<file path="src/rtl/ps2_kbd_ctrl.sv">
// PS/2 keyboard scan-code decoder (set 2): pops bytes from a receiver FIFO,
// folds E0/F0 prefixes into press/break/repeat events and tracks the held key.
module ps2_kbd_ctrl #(
  parameter bit          REPEAT_EN  = 1'b1,
  parameter logic [15:0] PREFIX_TMO = 16'd50000
) (
  input  logic       clk,
  input  logic       rst,
  input  logic       ps2_ready,
  input  logic [7:0] ps2_data,
  input  logic       ps2_overflow,
  output logic       ps2_nextdata,
  output logic       evt_valid,
  input  logic       evt_ready,
  output logic [7:0] evt_code,
  output logic       evt_ext,
  output logic       evt_break,
  output logic       evt_repeat,
  output logic       held_valid,
  output logic [7:0] held_code,
  output logic       held_ext,
  output logic [7:0] press_cnt,
  output logic       err_ovf,
  output logic       err_kbd
);

  typedef enum logic [2:0] {
    IDLE,
    FETCH,
    DECODE,
    EMIT,
    SKIP
  } state_t;

  state_t      state;
  logic [7:0]  byte_q;
  logic        ext_pend;
  logic        brk_pend;
  logic [2:0]  skip_cnt;
  logic [15:0] tmo_cnt;

  logic        pend;
  logic        held_match;
  logic        tmo_hit;
  logic [15:0] tmo_next;

  always_comb begin
    pend       = ext_pend | brk_pend | (skip_cnt != 3'd0);
    tmo_next   = tmo_cnt + 16'd1;
    tmo_hit    = (tmo_next >= PREFIX_TMO);
    held_match = held_valid && (held_code == byte_q) && (held_ext == ext_pend);
  end

  always_ff @(posedge clk) begin
    if (rst) begin
      state        <= IDLE;
      byte_q       <= '0;
      ext_pend     <= 1'b0;
      brk_pend     <= 1'b0;
      skip_cnt     <= '0;
      tmo_cnt      <= '0;
      ps2_nextdata <= 1'b0;
      evt_valid    <= 1'b0;
      evt_code     <= '0;
      evt_ext      <= 1'b0;
      evt_break    <= 1'b0;
      evt_repeat   <= 1'b0;
      held_valid   <= 1'b0;
      held_code    <= '0;
      held_ext     <= 1'b0;
      press_cnt    <= '0;
      err_ovf      <= 1'b0;
      err_kbd      <= 1'b0;
    end else begin
      ps2_nextdata <= 1'b0;
      if (ps2_overflow) err_ovf <= 1'b1;

      case (state)
        IDLE: begin
          if (ps2_ready) begin
            ps2_nextdata <= 1'b1;
            byte_q       <= ps2_data;
            tmo_cnt      <= '0;
            state        <= FETCH;
          end else if (pend) begin
            // A stalled prefix or Pause tail is abandoned after PREFIX_TMO idle cycles
            if (tmo_hit) begin
              ext_pend <= 1'b0;
              brk_pend <= 1'b0;
              skip_cnt <= '0;
              tmo_cnt  <= '0;
            end else begin
              tmo_cnt <= tmo_next;
            end
          end else begin
            tmo_cnt <= '0;
          end
        end

        FETCH: state <= DECODE;

        DECODE: begin
          if (skip_cnt != 3'd0) begin
            skip_cnt <= skip_cnt - 3'd1;
            state    <= SKIP;
          end else begin
            case (byte_q)
              8'hE0: begin
                ext_pend <= 1'b1;
                state    <= IDLE;
              end
              8'hF0: begin
                brk_pend <= 1'b1;
                state    <= IDLE;
              end
              8'hE1: begin
                skip_cnt <= 3'd7;
                ext_pend <= 1'b0;
                brk_pend <= 1'b0;
                state    <= SKIP;
              end
              8'hAA, 8'hFA, 8'hEE: begin
                ext_pend <= 1'b0;
                brk_pend <= 1'b0;
                state    <= IDLE;
              end
              8'h00, 8'hFF: begin
                ext_pend <= 1'b0;
                brk_pend <= 1'b0;
                err_kbd  <= 1'b1;
                state    <= IDLE;
              end
              default: begin
                ext_pend <= 1'b0;
                brk_pend <= 1'b0;
                // Only a repeat with REPEAT_EN=0 is swallowed without an event
                if (brk_pend || !held_match || REPEAT_EN) begin
                  evt_valid  <= 1'b1;
                  evt_code   <= byte_q;
                  evt_ext    <= ext_pend;
                  evt_break  <= brk_pend;
                  evt_repeat <= !brk_pend && held_match;
                  state      <= EMIT;
                end else begin
                  state <= IDLE;
                end
                if (brk_pend) begin
                  if (held_match) held_valid <= 1'b0;
                end else if (!held_match) begin
                  held_valid <= 1'b1;
                  held_code  <= byte_q;
                  held_ext   <= ext_pend;
                  press_cnt  <= press_cnt + 8'd1;
                end
              end
            endcase
          end
        end

        EMIT: begin
          if (evt_ready) begin
            evt_valid <= 1'b0;
            state     <= IDLE;
          end
        end

        SKIP: state <= IDLE;

        default: state <= IDLE;
      endcase
    end
  end

endmodule

</file>
<file path="config.mk">
export PLATFORM = sky130hd
export DESIGN_NAME = ps2_kbd_ctrl
export DESIGN_NICKNAME = d
export VERILOG_FILES = /design/src/rtl/ps2_kbd_ctrl.sv
export SDC_FILE = /design/constraint.sdc
export NUM_CORES = 1
export LEC_CHECK = 0
export CAP_MARGIN = 10
export CORE_UTILIZATION = 50
export DETAILED_ROUTE_END_ITERATION = 10
export MAX_ROUTING_LAYER = met4
export PLACE_DENSITY = 0.77
export SETUP_SLACK_MARGIN = 0.2
export SLEW_MARGIN = 40
export SYNTH_ARGS = -nofsm -noshare
export SYNTH_HDL_FRONTEND = slang
export SYNTH_SLANG_ARGS = --single-unit
</file>
<file path="constraint.sdc">
create_clock -name clk -period 2.4 [get_ports clk]
set_input_delay 0.48 -clock clk [delete_from_list [all_inputs] [get_ports clk]]
set_output_delay 0.48 -clock clk [all_outputs]
set_load 0.01 [all_outputs]
</file>
* Word-level counts from Yosys, hierarchy flattened
Index checks and enable logic that the tools add are counted.
** Storage, ports and cells
- Memories :: 0
- Bits in registers :: 65
- Bits in latches :: 0
- Output and inout bits :: 33
- Word-level logic and storage cells :: 107
- Bits in read-only memories :: 0
- Bits in writable memories :: 0
** Operators by class
- Shift-type cells :: 0
- $lt $le $gt $ge :: 1
- $mul :: 0
- Div/mod/pow operators :: 0
- Bitwise logic cells :: 7
- Reductions and logical operators :: 23
- $add $sub $neg :: 3
- Muxes and demuxes :: 31
- Eq/ne operators :: 24
** Operators with widths (count)
- $eq A8 B8 Y1 const B :: 7
- $mux W16 :: 3
- $mux W3 :: 8
- $ne A2 B2 Y1 const B :: 10
- $add A16 B1 Y16 const B :: 1
- $ge A16 B16 Y1 const B :: 1
- $reduce_and A5 Y1 :: 3
- $mux W1 :: 12
- $pmux W3 S2 :: 2
- $pmux W3 S4 :: 1
- $reduce_and A6 Y1 :: 2
- $pmux W1 S2 :: 5
- $add A8 B1 Y8 const B :: 1
- $eq A8 B8 Y1 :: 1
- $logic_not A8 Y1 :: 1
- $reduce_or A8 Y1 :: 1
- $reduce_or A7 Y1 :: 1
- $eq A3 B2 Y1 const B :: 2
- $reduce_and A3 Y1 :: 2
- $not A1 Y1 :: 5
- $reduce_and A2 Y1 :: 2
- $reduce_and A4 Y1 :: 1
- $reduce_bool A2 Y1 :: 2
- $reduce_or A2 Y1 :: 2
- 10 further kinds :: 13

* Longest topological paths before layout
Gate-level depths: netlist (run 1).
- Depth after elaboration :: 6
- Depth in mapped cells :: 10
- Mapped depth without buffers :: 8

* Worst setup path before layout (run 1)
No wires, ideal clock.
- Kind :: flip-flop to flip-flop
- Start :: register tmo_cnt[0]
- End :: register tmo_cnt[10]
- Period minus slack after synthesis :: 2190 ps
- Cell stages (with the launch flop) :: 11
- Library setup time :: 122 ps
- Path buffers :: 2
- Data arrival time :: 2068 ps
- Path slack :: 210 ps
- Cells stage by stage :: dfxtp_1 ha_1 clkbuf_2 and4_2 a221o_1 nand4_1 and2_0 o21a_1 buf_6 nor2_4 a221o_1
** Between the ends
- Word-level cells in the longest chain between the ends :: 5
** RTL lines
- from (decl) :: line 40 : logic [15:0] tmo_cnt;
- from (signal assigned) :: line 93 : tmo_cnt <= tmo_next;
- $add A16 B1 Y16 * :: line 49 : tmo_next = tmo_cnt + 16'd1;
- $ge A16 B16 Y1 :: line 50 : tmo_hit = (tmo_next >= PREFIX_TMO);
- $mux W16 * :: line 87 : if (tmo_hit) begin
- $mux W16 * :: line 85 : end else if (pend) begin
- $mux W16 * :: line 80 : if (ps2_ready) begin
Mark *: on every way between the ends. The rest lies on a longest branch, timed or not.
A chain may end at the register's enable or synchronous reset.

* Final worst setup path (run 1)
- Start :: register byte_q[3]
- End :: register skip_cnt[2]
** Between the ends
- Word-level cells in the longest chain between the ends :: 3
** RTL lines
- from (decl) :: line 36 : logic [7:0] byte_q;
- from (signal assigned) :: line 82 : byte_q <= ps2_data;
- $eq A8 B8 Y1 :: line 107 : case (byte_q)
- $ne A3 B3 Y1 (no source line)
- $reduce_and A5 Y1 (no source line)
- to (signal assigned) :: line 104 : skip_cnt <= skip_cnt - 3'd1;
- to (decl) :: line 39 : logic [2:0] skip_cnt;
Every way passes these cells.

==> impl_metrics.csv, run 1 <==
group,metric,value,unit
sta,worst_pin_slew,560.3,ps
worst_hold_path,hp-class,"reg2reg",
worst_hold_path,whs_endpoint,"evt_valid",
synthesis,ys_seq_elements,65,
worst_setup_path,worst_setup_path_end_kind,"register",
routing,num_vias,3321,
place,placed_area,0.004000,mm2
clocking,cts_root_buf,"clkbuf_8",
place,gp_congestion,0.9382,
worst_hold_path,hold_path_depth,2,
sta,hold_viol_final,0,
worst_setup_path,reg2reg_from,"byte_q[3]",
sta,whs,464.4,ps
synthesis,ys_seq_area_share,38.95,%
final_layout,area_delta_synth_final,31.61,%
routing,drt_first_iter_violations,310,
final_layout,stdcell_area,0.004397,mm2
power,clkPwrFrac,33.1,%
sta,period_share,90.58,%
power,p_sw,721.3,uW
floorplan,dieArea,0.007012,mm2
worst_setup_path,cp_max_fo,6,
final_layout,fin_nets,496,
routing,antenna_left,0,
clocking,clk_pin_slew,70,ps
synthesis,yosysUniqueCellTypes,59,
final_layout,multi_input_area,0.001982,mm2
power,p_sw_share,29.90,%
routing,drc_errors,0,
worst_setup_path,worstSetupPathType,"reg2reg",
sta,min_period,2174,ps
worst_setup_path,reg2reg_to,"skip_cnt[2]",
synthesis,syn_area,0.003341,mm2
worst_setup_path,required,2680,ps
sta,finalMaxSlewViolations,0,
power,p_comb_share,18.4,%
synthesis,netlist_top_cells_count,"dfxtp_1, nor2_1, nand2_1",
final_layout,final_cell_count_no_fill,559,
synthesis,synthTopCellsByArea,"dfxtp_1, mux2i_1, nor2_1",
clocking,tritoncts,"built",
worst_setup_path,crit_family,"simple AND/OR/NAND/NOR gates",
worst_hold_path,hp-start,"evt_valid",
sta,clock_skew,8.724,ps
routing,wire_per_inst,15.87,um
place,hpwlAfterDp,6.043,mm
power,seqPwrFrac,48.5,%
synthesis,syn_inst,403,
flow_run,maxCapViolCount,0,
place,dp.cells,531,
sta,max_slew_margin,62.60,%
synthesis,synth_top_cell_area_share,38.95,%
final_layout,fillCellCount,533,
routing,vias_per_cell,5.941,
clocking,numClockSinks,65,
power,vdd_drop_max,0.0004085,V
floorplan,pin_count,46,
floorplan,row_count,29,
final_layout,seqCellArea,0.001318,mm2
worst_setup_path,crit_buf_inv,0,
routing,wl,8.870,mm
floorplan,fp.dieW,83.74,um
synthesis,synth_top_cell_by_area,"dfxtp_1",
sta,fmax,460.0,MHz
floorplan,start_util,52.31,%
clocking,cts_buffer_depth,2,
clocking,cts_htree_levels,3,
final_layout,drive_gt1_share,20.54,%
worst_setup_path,worstSetupStartpointType,"register",
clocking,cts_buffers,9,
power,power_density,548.7,mW/mm2
sta,setup_violations,0,
synthesis,synth-edff-count,0,
global_routing,gr-total-overflow,0,
worst_setup_path,arrival,2450,ps
global_routing,antenna_found_initial,0,
worst_setup_path,r2r_cells,7,
global_routing,grt_pass1_vias,3018,
synthesis,ys_warn_count,0,
outcome,status,"finished, final reports clean",
final_layout,diodes,0,
worst_setup_path,slowest_delay,650,ps
routing,firstDrtPassIters,5,
synthesis,syn-num-nets,422,
synthesis,yosysMostFrequentCell,"dfxtp_1",
worst_setup_path,slowest_stage,"or4b_2",
power,p_leak,1.757,nW
global_routing,grt_start_max_net_pins,49,
global_routing,track_usage,25.32,%
power,internal-power,1.691,mW
floorplan,core_area,0.006386,mm2
synthesis,synth_ff_type,"dfxtp_1",
sta,rsz0062_at_grt,"yes",
clocking,clk_latency,340,ps
place,place.port_buffers,45,
global_routing,grt_pass1_wl,14.05,mm
synthesis,synth.avg_cell_area,8.290,um2
synthesis,synth_async_sr_flop_share,0,%
worst_setup_path,crit_chain,"nor3_2 -> and4_1 -> nand3b_1 -> a31o_2 -> o21a_1 -> or4b_2 -> nand3_1",
worst_setup_path,rrSetupSlack,230,ps
floorplan,die_h,83.74,um
==> final cells by class <==
type	instances	share of cell area, %
flip-flops and latches	65	29.97
well taps	77	2.191
clock buffers	11	2.988
repair buffers	85	17.50
inverters	18	1.537
multi-input cells	298	45.08
clock inverters	5	0.7399
==> cell usage in the layout (no fill, tap or decap), types with 9 or more instances in the layout <==
master / Yosys / layout
clkbuf_8: 0 / 9
clkdlybuf4s50_1: 0 / 44
nor3_1: 18 / 15
mux2i_1: 21 / 21
dfxtp_1: 65 / 52
nand4_1: 10 / 10
xor2_1: 11 / 11
nand3_1: 9 / 9
inv_1: 18 / 18
dfxtp_2: 0 / 13
a21oi_1: 17 / 17
nand2_1: 45 / 44
buf_4: 1 / 36
nor2_1: 55 / 54
==> layer usage <==
layer | global-route usage, % | up-vias | wire length (um)
met4 | 10.63 | 0 | 201
met5 | - | - | 0
met2 | 40.28 | 128 | 4335
li1 | - | 1584 | -
met1 | 31.55 | 1582 | 3921
met3 | 4.847 | 27 | 411
==> registers in the layout, summed over array words and instances, names as in the netlist, 3 cells and up <==
name	flops
held_code	8
skip_cnt	3
tmo_cnt	16
byte_q	8
state	3
press_cnt	8
evt_code	8
==> timing repair <==
item | in CTS | in global routing
hold buffers | 0 | 0
setup buffers | 1 | 11
setup endpoints to repair | 14 | 35
pin swaps | 1 | 11
gates resized for setup | 8 | 31
==> through the flow <==
stage | setup slack [ps] | total power, mW | TNS, ps | utilization, %
after detailed placement | -60.96 | 1.599 | -219.5 | 62.64
after floorplan | 210.2 | 1.446 | 0 | -
after CTS | 198.6 | 2.383 | 0 | 65.85
after global routing | 139.4 | 2.515 | 0 | 68.85
final | 226.1 | 2.412 | 0 | 68.85
after global placement | 26.00 | 1.588 | 0 | 62.64
==> kinds of logic after synthesis <==
family / after synthesis / share of synthesized area [%]
AND/OR/NAND/NOR: 181 / 26.63
AO/OA/AOI/OAI: 72 / 15.99
flip-flops: 65 / 38.95
buffers and inverters: 40 / 5.168
multiplexers: 21 / 6.292
XOR/XNOR: 18 / 4.719
adder cells (fa/ha/maj): 6 / 2.247
==> power by group through the flow <==
stage | registers [mW] | logic [mW] | clock network (mW)
global placement | 1.19 | 0.402 | 0
finish | 1.17 | 0.444 | 0.798
CTS | 1.17 | 0.413 | 0.804
detailed placement | 1.19 | 0.410 | 0
global route | 1.17 | 0.488 | 0.853
floorplan | 1.18 | 0.269 | 0
==> worst reg2reg max path, delay by kind of cell, from the launching register on <==
kind            cells  cell delay (ps)
compound gates      2              430
flops               1              400
simple gates        5             1290
==> how the worst max path moves through the flow <==
stage                   to        from  cells after the start
4_1_cts        tmo_cnt[11]  tmo_cnt[4]                      8
5_1_grt           ext_pend  tmo_cnt[1]                     10
2_1_floorplan  tmo_cnt[10]  tmo_cnt[0]                     10
3_3_place_gp   tmo_cnt[10]  tmo_cnt[0]                      8
3_5_place_dp   tmo_cnt[11]  tmo_cnt[0]                      9
6_report       skip_cnt[2]   byte_q[3]                      7
No activity file was read; power rests on OpenSTA's default activity.
==> inputs of run 2 (changes only) <==
- CORE_MARGIN: unset -> 2
- GPL_ROUTABILITY_DRIVEN: unset -> 0
==> impl_metrics.csv, run 2 (same netlist as run 1, synthesis figures left out) <==
group,metric,value,unit
clocking,cts_htree_levels,3,
worst_setup_path,worst_setup_path_end_kind,"register",
worst_setup_path,required,2620,ps
place,hpwlAfterDp,6.095,mm
sta,hold_viol_final,0,
power,power,2.545,mW
power,p_sw_share,28.65,%
final_layout,final_cell_count_no_fill,556,
place,dp.cells,535,
sta,worst_pin_slew,1145,ps
worst_setup_path,cp_max_fo,7,
floorplan,dieArea,0.007351,mm2
global_routing,antenna_found_initial,0,
routing,antenna_left,0,
global_routing,track_usage,24.45,%
routing,drt_first_iter_violations,266,
routing,drc_errors,0,
global_routing,grt_pass1_wl,14.01,mm
final_layout,largest_reg_flops,16,
final_layout,fillCellCount,491,
power,vdd_drop_max,0.0004105,V
flow_run,maxCapViolCount,0,
routing,num_vias,3323,
place,place.port_buffers,45,
power,p_sw,729.3,uW
sta,min_period,2207,ps
place,placed_area,0.004030,mm2
worst_setup_path,worstSetupStartpointType,"register",
power,clkPwrFrac,37.1,%
sta,tns,0,ps
global_routing,grt_start_max_net_pins,26,
power,power_density,569.7,mW/mm2
global_routing,grt_busiest_layer,"met2",
global_routing,grt_pass1_vias,2995,
global_routing,met3_usage,3.850,%
floorplan,start_util,52.02,%
clocking,cts_buffer_depth,2,
global_routing,grtUsageMet2,37.86,%
power,p_comb_share,16.9,%
sta,clock_skew,8.881,ps
clocking,clk_latency,340,ps
final_layout,final_cell_mix,"nor2_1, dfxtp_1, nand2_1, clkdlybuf4s50_1, buf_4",
global_routing,grt_use_met1,32.59,%
final_layout,drive_gt1_share,21.71,%
clocking,cts_buffers,9,
sta,max_slew_margin,23.38,%
final_layout,diodes,0,
global_routing,gr-total-overflow,0,
sta,period_share,91.96,%
floorplan,fp.dieW,85.74,um
floorplan,die_h,85.74,um
worst_setup_path,rrSetupSlack,190,ps
sta,fmax,453.1,MHz
sta,setup_violations,0,
floorplan,core_area,0.006422,mm2
final_layout,stdcell_area,0.004468,mm2
final_layout,top_register,"tmo_cnt",
sta,rsz0062_at_grt,"yes",
clocking,tritoncts,"built",
routing,vias_per_cell,5.977,
outcome,status,"finished, final reports clean",
worst_setup_path,worstSetupPathType,"reg2reg",
power,p_leak,1.770,nW
clocking,numClockSinks,65,
final_layout,fin_nets,493,
routing,wire_per_inst,16.23,um
power,internal-power,1.816,mW
floorplan,row_count,29,
clocking,clk_pin_slew,70,ps
final_layout,area_delta_synth_final,33.75,%
floorplan,pin_count,46,
routing,wl,9.026,mm
worst_hold_path,hp-class,"reg2reg",
clocking,cts_root_buf,"clkbuf_8",
sta,finalMaxSlewViolations,0,
routing,firstDrtPassIters,7,
worst_setup_path,arrival,2430,ps
power,seqPwrFrac,46.0,%
-- run 2: changes by cell type in the layout (fill, tap and decap cells not counted), moves of 2 or more --
cell        previous run  this run
clkinv_4               0         2
a32oi_1                2         0
nor4_4                 2         0
buf_4                 36        33
a32oi_2                0         2
a41oi_2                0         6
a41oi_1                6         0
clkinvlp_4             3         0
dfxtp_1               52        54
clkbuf_1               2         0
dfxtp_2               13         8
dfxtp_4                0         3
-- run 2: worst max-delay path: stages, from the launching register on --
cell	delay (ps)
dfxtp_4	380
ha_4	160
nand4_1	160
buf_4	200
nor4_1	230
a211o_1	190
and2_4	170
o21a_4	190
nor2_4	80
a221o_1	330
-- run 2: layout make-up --
cell class | instances | area [um2] | share of cell area, %
clock buffers | 10 | 137.6 | 3.080
repair buffers | 81 | 735.7 | 16.47
well taps | 77 | 96.34 | 2.156
multi-input cells | 299 | 2042 | 45.70
inverters | 18 | 67.56 | 1.512
clock inverters | 6 | 66.31 | 1.484
flip-flops and latches | 65 | 1323 | 29.60
-- run 2: final timing paths --
| check | endpoint | from | cells past startpoint |
|---|---|---|---|
| worst max-delay path | tmo_cnt[14] | tmo_cnt[1] | 9 |
| worst min-delay path | evt_valid | evt_valid | 2 |
| worst max register to register | tmo_cnt[14] | tmo_cnt[1] | 9 |
| worst min register to register | evt_valid | evt_valid | 2 |
-- run 2: stage by stage --
step                      util [%]  hold slack, ps  setup WS [ps]
after CTS                    66.61           473.1          201.5
after detailed placement     62.75           455.7         -54.33
after floorplan                  -           457.6          210.2
after global placement       62.75           444.6          5.253
final                        69.57           465.4          193.0
after global routing         69.57           498.2          151.0
-- run 2: what timing repair did --
action,CTS,global route
setup buffers,1,3
hold buffers,0,0
gates resized for setup,11,35
endpoints found under the setup margin,16,33
pin swaps,0,9
gates cloned,0,1
-- run 2: power groups by stage --
stage | Clock, mW | Sequential (mW) | Combinational (mW)
final | 0.943 | 1.17 | 0.430
after detailed placement | 0 | 1.19 | 0.390
after CTS | 0.954 | 1.17 | 0.394
after floorplan | 0 | 1.18 | 0.269
after global routing | 1.01 | 1.18 | 0.470
after global placement | 0 | 1.19 | 0.380
-- run 2: layer usage --
metal  vias to the layer above  share of wire [%]
met4                         0                1.5
met3                        18                7.1
met1                      1576                 43
met2                       148                 48
li1                       1581                  -
met5                         -                  0
